--- config.mk ---
export PLATFORM = sky130hd
export DESIGN_NAME = deser16_1
export DESIGN_NICKNAME = d
export VERILOG_FILES = /design/src/rtl/deser16_1_pkg.sv /design/src/rtl/demux1_16.sv /design/src/rtl/deser16_1.sv
export SDC_FILE = /design/constraint.sdc
export NUM_CORES = 1
export LEC_CHECK = 0
export BUFFER_PORTS_ARGS = -buffer_cell sky130_fd_sc_hd__buf_4
export CAP_MARGIN = 0
export CORE_AREA = 2 2 63 65
export CTS_BUF_LIST = sky130_fd_sc_hd__clkbuf_8
export DETAILED_ROUTE_END_ITERATION = 6
export DIE_AREA = 0 0 65 67
export GPL_ROUTABILITY_DRIVEN = 0
export PLACE_DENSITY_LB_ADDON = 0.25
export SLEW_MARGIN = 10
export SYNTH_ARGS = -nofsm -noshare
export SYNTH_HDL_FRONTEND = slang
export SYNTH_HIERARCHICAL = 1
export SYNTH_SLANG_ARGS = --single-unit
--- constraint.sdc ---
create_clock -name i_clk -period 2.3 [get_ports i_clk]
set_input_delay 0 -clock i_clk [delete_from_list [all_inputs] [get_ports i_clk]]
set_output_delay 0 -clock i_clk [all_outputs]
set_load 0.02 [all_outputs]
--- src/rtl/deser16_1_pkg.sv ---
// Shared width constants and assembly-state encoding for the 1:16 deserializer.
package deser16_1_pkg;

    localparam int unsigned WIDTH = 16;
    localparam int unsigned SEL_W = 4;

    // ASSEMBLE: collecting bits; FULL: a finished word is parked in assembly.
    typedef enum logic {
        ST_ASSEMBLE = 1'b0,
        ST_FULL     = 1'b1
    } asm_state_t;

endpackage

--- src/rtl/demux1_16.sv ---
// 1:16 decoder producing a one-hot bit-write strobe; mirror of the 16:1 select mux.
module demux1_16
    import deser16_1_pkg::*;
(
    input  logic [SEL_W-1:0] i_sel,
    input  logic             i_en,
    output logic [WIDTH-1:0] o_strobe_c
);

    // One strobe bit per position, only while enabled.
    always_comb begin
        o_strobe_c        = '0;
        o_strobe_c[i_sel] = i_en;
    end

endmodule

--- src/rtl/deser16_1.sv ---
// Serial-to-parallel deserializer: LSB-first bit stream into 16-bit words with
// a valid/ready output and one word of skid storage in the assembly register.
module deser16_1
    import deser16_1_pkg::*;
(
    input  logic             i_clk,
    input  logic             i_rst_n,
    input  logic             i_din,
    input  logic             i_din_valid,
    input  logic             i_din_sof,
    output logic             o_din_ready,
    output logic [WIDTH-1:0] o_dout,
    output logic             o_dout_valid,
    input  logic             i_dout_ready,
    output logic [SEL_W-1:0] o_sel,
    output logic             o_frame_err
);

    asm_state_t       r_state;
    logic [SEL_W-1:0] r_sel;
    logic [WIDTH-1:0] r_asm;
    logic [WIDTH-1:0] r_dout;
    logic             r_dout_valid;
    logic             r_frame_err;

    logic             w_accept;
    logic [SEL_W-1:0] w_pos;
    logic [WIDTH-1:0] w_strobe;
    logic [WIDTH-1:0] w_asm_next;
    logic             w_complete;
    logic             w_out_free;
    logic             w_handshake;

    // Input side stalls only while a finished word waits in assembly.
    assign o_din_ready = (r_state == ST_ASSEMBLE) && i_rst_n;
    assign w_accept    = i_din_valid && o_din_ready;
    assign w_pos       = i_din_sof ? '0 : r_sel;
    assign w_complete  = w_accept && (w_pos == SEL_W'(WIDTH - 1));
    assign w_handshake = r_dout_valid && i_dout_ready;
    assign w_out_free  = !r_dout_valid || i_dout_ready;

    demux1_16 u_demux (
        .i_sel      (w_pos),
        .i_en       (w_accept),
        .o_strobe_c (w_strobe)
    );

    // Start of frame drops any partial word; otherwise write the strobed bit.
    always_comb begin
        w_asm_next = (r_asm & ~w_strobe) | (w_strobe & {WIDTH{i_din}});
        if (i_din_sof) begin
            w_asm_next = {{(WIDTH - 1){1'b0}}, i_din};
        end
    end

    // Position counter, assembly register, skid state and output register.
    always_ff @(posedge i_clk) begin
        if (!i_rst_n) begin
            r_state      <= ST_ASSEMBLE;
            r_sel        <= '0;
            r_asm        <= '0;
            r_dout       <= '0;
            r_dout_valid <= 1'b0;
            r_frame_err  <= 1'b0;
        end else begin
            r_frame_err <= w_accept && i_din_sof && (r_sel != '0);
            if (w_accept) begin
                r_asm <= w_asm_next;
                r_sel <= i_din_sof ? SEL_W'(1) : r_sel + SEL_W'(1);
            end
            case (r_state)
                ST_FULL: begin
                    if (w_handshake) begin
                        r_dout  <= r_asm;
                        r_state <= ST_ASSEMBLE;
                    end
                end
                default: begin
                    if (w_complete && w_out_free) begin
                        r_dout       <= w_asm_next;
                        r_dout_valid <= 1'b1;
                    end else if (w_complete) begin
                        r_state <= ST_FULL;
                    end else if (w_handshake) begin
                        r_dout_valid <= 1'b0;
                    end
                end
            endcase
        end
    end

    assign o_dout       = r_dout;
    assign o_dout_valid = r_dout_valid;
    assign o_sel        = r_sel;
    assign o_frame_err  = r_frame_err;

endmodule

---- Word-level counts from Yosys, hierarchy flattened ----
Index checks and enable logic that the tools add are counted.
Widths: inputs -> output; s select.
storage, ports and cells
  word-level logic and storage cells ...... 48
  output and inout port bits .............. 23
  bits in registers ....................... 39
cells by class
  mux-type cells .......................... 15
  add/sub/neg operators ................... 1
  bitwise logic cells ..................... 6
  reductions and logical operators ........ 15
  $lt $le $gt $ge ......................... 2
  equal/unequal tests ..................... 3
operators with widths
  cell                 number
  $mux 16              4
  $and 16x16->16       3
  $not 16->16          1
  $or 16x16->16        1
  $logic_and 1x1->1    8
  $mux 1               8
  $mux 4               2
  $lt 4x5->1 const B   1
  $add 4x1->4 const B  1
  $demux 1 s4          1
  $eq 4x4->1 const B   1
  $ge 4x1->1 const B   1
  $ne 2x1->1 const B   2
  $reduce_bool 2->1    2
  $reduce_bool 4->1    1
  $reduce_and 3->1     1
  $reduce_and 2->1     1
  $logic_not 1->1      1
  $logic_or 1x1->1     1
  $not 1->1            1

---- Depth between registers and ports, before layout ----
  word-level depth ........................ 12
  depth in mapped cells ................... 9
  depth with buffers taken out ............ 8

---- Hierarchy ----
The synthesis kept the hierarchy.
by module, submodules not included
  module     cells each  seq. area each (um^2)  area each (um^2)  instances
  deser16_1  214         780.7                  1,839.3           1
  demux1_16  23          0.0                    117.6             1

---- Worst setup path after synthesis ----
No wires, ideal clock.
  path kind ............................... reg-to-reg
  from .................................... register r_state
  to ...................................... register r_dout[3] (netlist: o_dout[3])
  stages on the path, launching flop included .. 9
  buffers on the path ..................... 0
  library setup time ...................... 0.116 ns
  slack ................................... 0.485 ns
  clock period less this slack ............ 1.815 ns
  arrival time ............................ 1.699 ns
  cell sequence ........................... dfxtp_1 nand3b_1 inv_1 or3b_4 nor2_1 nor2_1 o21ai_0 nand4_1 o211a_1
between the ends
  word-level cells in the longest chain between the ends .. 10
  elaborated cells on any way between the ends .. 16
  those cells by class .................... eq/ne (1); mux (3); bitwise (6); reduce/logical (6)
RTL lines
  what                                 RTL line         source
  start: declaration                   deser16_1.sv:19  asm_state_t r_state;
  start signal: assignment             deser16_1.sv:59  r_state <= ST_ASSEMBLE;
  start signal: assignment             deser16_1.sv:75  r_state <= ST_ASSEMBLE;
  start signal: assignment             deser16_1.sv:83  r_state <= ST_FULL;
  $not 1->1 (no source line) (*)       -
  $logic_and 1x1->1 (*)                deser16_1.sv:35  assign o_din_ready = (r_state == ST_ASSEMBLE) && i_rst_n;
  $logic_and 1x1->1 (*)                deser16_1.sv:36  assign w_accept = i_din_valid && o_din_ready;
  net w_accept                         deser16_1.sv:26  logic w_accept;
  $and 16x16->16 (no source line) (*)  -
  net w_strobe[3]                      deser16_1.sv:28  logic [WIDTH-1:0] w_strobe;
  $not 16->16                          deser16_1.sv:50  w_asm_next = (r_asm & ~w_strobe) | (w_strobe & {WIDTH{i_din}});
  $and 16x16->16                       deser16_1.sv:50
  $or 16x16->16 (*)                    deser16_1.sv:50
  $mux 16 (*)                          deser16_1.sv:51  if (i_din_sof) begin
  $mux 16 (*)                          deser16_1.sv:79  if (w_complete && w_out_free) begin
  $mux 16 (*)                          deser16_1.sv:71  case (r_state)
  end signal: assignment               deser16_1.sv:74  r_dout <= r_asm;
  end signal: assignment               deser16_1.sv:80  r_dout <= w_asm_next;
  end: declaration                     deser16_1.sv:22  logic [WIDTH-1:0] r_dout;
Mark *: on every way through the listed nets, which the timed path passes. The rest lies on a longest branch. The select of a mux whose other input is x is not followed.
A chain may end at the register's enable or synchronous reset.

---- Worst setup path after layout ----
  from .................................... register r_state
  to ...................................... register r_asm[0]
between the ends
  word-level cells in the longest chain between the ends .. 8
  elaborated cells on any way between the ends .. 9
  those cells by class .................... mux (1); bitwise (6); reduce/logical (2)
RTL lines
  what                                 RTL line         source
  $not 1->1 (no source line) (*)       -
  $logic_and 1x1->1 (*)                deser16_1.sv:35
  $logic_and 1x1->1 (*)                deser16_1.sv:36
  net w_accept                         deser16_1.sv:26
  $and 16x16->16 (no source line) (*)  -
  net w_strobe[0]                      deser16_1.sv:28
  $not 16->16                          deser16_1.sv:50
  $and 16x16->16                       deser16_1.sv:50
  $or 16x16->16 (*)                    deser16_1.sv:50
  $mux 16 (*)                          deser16_1.sv:51
  end signal: assignment               deser16_1.sv:68  r_asm <= w_asm_next;
  end: declaration                     deser16_1.sv:21  logic [WIDTH-1:0] r_asm;
Mark *: on every way through the listed nets, which the timed path passes. The rest lies on a longest branch.

==> flow_metrics.env <==
export IMPL_status="complete, no violations"
export IMPL_grt_start_max_net_pins=29
export IMPL_clock_skew_ps=4.821
export IMPL_tightestPinTransition_ps=459.4
export IMPL_cp_required_ps=2510
export IMPL_rows=22
export IMPL_syn_area_per_cell_um2=8.257
export IMPL_cts_root_buf="clkbuf_8"
export IMPL_vias=1795
export IMPL_slowest_stage="or3b_4"
export IMPL_dr_pass1_iters=4
export IMPL_num_antenna_cells=0
export IMPL_critPathTopFamily="simple AND/OR/NAND/NOR gates"
export IMPL_routed_wl_um=4458
export IMPL_cap_violations=0
export IMPL_worst_setup_path_type="flop to flop"
export IMPL_cpPeakStageDelay_ps=430
export IMPL_start_util_pct=54.27
export IMPL_cts_sinks=39
export IMPL_post_cts_buffers=0
export IMPL_critPathBufInv=1
export IMPL_synthCells=237
export IMPL_synth_seq_cells=39
export IMPL_max_slew_margin_pct=69.37
export IMPL_fin_crit_ps=2007
export IMPL_ctsLongestPathBuffers=2
export IMPL_wl_per_cell_um=14.33
export IMPL_antenna_left=0
export IMPL_yosysWarnings=6
export IMPL_worst_setup_path_start_kind="flop"
export IMPL_crit_path_max_fanout=8
export IMPL_cts_buffers=5
export IMPL_fin_tns_setup_ps=0
export IMPL_endpoint_kind="flop"
export IMPL_routed_via_density=5.772
export IMPL_grt_pass1_wl_um=7976
export IMPL_die_area_um2=4355
export IMPL_vdd_ir_drop_max_uv=334.7
export IMPL_finalPower_mw=1.206
export IMPL_track_usage_pct=23.49
export IMPL_ios=29
export IMPL_io_buffer_count=28
export IMPL_num_nets_final=270
export IMPL_cts_resized=0
export IMPL_fp_dieH_um=67
export IMPL_hold_violations=0
export IMPL_hp_class="input port to flop"
export IMPL_drtIter0Drc=94
export IMPL_cts_htree_levels=2
export IMPL_power_density_nw_per_um2=529.8
export IMPL_antenna_found_initial=0
export IMPL_min_period_over_period_pct=87.26
export IMPL_coreArea_um2=3606
export IMPL_area_growth_syn_to_layout_pct=16.30
export IMPL_cts_reportedPaths_clkPinSlew_ps=70
export IMPL_max_freq_ghz=0.4983
export IMPL_cts_tree="done"
export IMPL_syn_cell_area_um2=1957
export IMPL_die_w_um=65
export IMPL_final_max_slew_viol_count=0
export IMPL_fin_util_pct=63.12
export IMPL_grt_ovfl_total=0
export IMPL_hold_buffers=1
export IMPL_first_global_vias=1671
export IMPL_drc=0
export IMPL_rsz0062_at_grt="false"
export IMPL_insertion_delay_ps=290
export IMPL_ys_seq_area_share_pct=39.90
export IMPL_arrival_ps=2210
export IMPL_p_leak_nw=1.089
export IMPL_synth_distinct_cells=34
export IMPL_drive_above_1_share_pct=17.49
export IMPL_cp_cell_sequence="nand3b_1, inv_1, or3b_4, nor3_2, o21bai_1, or3_1, a21boi_0"
export IMPL_dpl_hpwl_um=2987
export IMPL_syn_nets=245
export IMPL_setup_viol=0
export IMPL_num_fill_cells=340
==> cell usage after synthesis <==
cell type  count  area [um^2]
o21ai_0       33        165.2
nor3_2         1        10.01
o211a_1       16        160.2
nor3_1         4        20.02
and2_1         1        6.260
inv_1          6        22.52
nand4_1       15        93.84
buf_2          4        20.02
mux2i_1        1        10.01
nand3b_1       5        37.54
ha_1           2        25.02
nand3_1        2        10.01
a22o_1        15        131.4
nand2b_1       5        31.28
nor2_1        31        116.4
and3_1         3        18.77
nor3b_1        1        7.510
nor2b_1        3        18.77
a21boi_0       3        22.52
or3b_4         1        11.26
nand2_1       23        86.33
buf_6          2        22.52
or3_1          1        6.260
clkbuf_1      10        37.54
buf_4          1        7.510
o21ai_1        2        10.01
a32o_2         1        11.26
o311a_1        1        10.01
and2_4         1        8.760
o21bai_1       1        7.510
a31o_2         1        8.760
and4bb_4       1        16.27
a21oi_1        1        5.000
dfxtp_1       39        780.8
==> worst paths after layout <==
kind / start / endpoint / slack, ps / cells past startpoint
worst max-delay path: r_state / r_asm[0] / 290 / 7
worst min register to register: r_asm[13] / r_asm[13] / 470 / 1
worst min-delay path: i_rst_n / o_dout[11] / 90 / 2
worst max register to register: r_state / r_asm[0] / 290 / 7
==> flip-flops by register name, summed over array words and instances, names as in the netlist <==
signal / count
r_state: 1
r_asm: 16
o_dout_valid: 1
o_dout: 16
o_sel: 4
o_frame_err: 1
==> per-stage QoR <==
stage	area [um^2]	worst slack [ps]	std cells	hold slack, ps
3_5_place_dp	2185	300.1	302	282.0
6_report	2276	293.0	311	94.46
3_3_place_gp	2185	405.5	302	278.6
5_1_grt	2276	71.82	311	100.2
4_1_cts	2276	295.2	311	83.63
2_1_floorplan	1957	484.5	237	169.8
==> metal layers <==
metal / vias to the layer above / GRT usage, % / part of all wire (%)
li1: 911 / - / -
met1: 829 / 29.79 / 46
met2: 49 / 38.66 / 48
met3: 6 / 6.757 / 5.7
met4: 0 / 6.915 / 0.85
met5: - / 0 / 0
==> cell type report <==
cell class / count / area, um^2 / share of cell area [%]
Clock buffer: 5 / 68.82 / 3.024
Clock inverter: 3 / 12.51 / 0.5498
Inverter: 6 / 22.52 / 0.9896
Multi-Input combinational cell: 175 / 1066 / 46.84
Sequential cell: 39 / 780.7 / 34.30
Tap cell: 48 / 60.06 / 2.639
Timing Repair Buffer: 35 / 265.3 / 11.65
==> power breakdown <==
part | switching [mW] | internal (mW) | leakage (nW)
Combinational | 0.0567 | 0.0337 | 0.724
Sequential | 0.00276 | 0.678 | 0.314
Clock | 0.231 | 0.204 | 0.0505
Total | 0.290 | 0.915 | 1.09
==> kinds of logic after synthesis <==
| logic type | count (synthesis) | share of synthesized area (%) |
|---|---|---|
| mux | 1 | 0.5115 |
| flops | 39 | 39.90 |
| buf+inv | 23 | 5.627 |
| fa+ha+maj | 2 | 1.279 |
| compound gates | 74 | 27.17 |
| simple gates | 98 | 25.51 |
==> layout by cell type (no fill, tap or decap), types with 4 or more instances in the layout <==
master	count
dfxtp_1	39
buf_4	34
o21ai_0	33
nor2_1	31
nand2_1	23
o211a_1	16
a22o_1	15
nand4_1	15
inv_1	8
nand3b_1	5
nand2b_1	5
clkbuf_8	5
nor3_1	4
No activity file was read; power rests on OpenSTA's default activity.
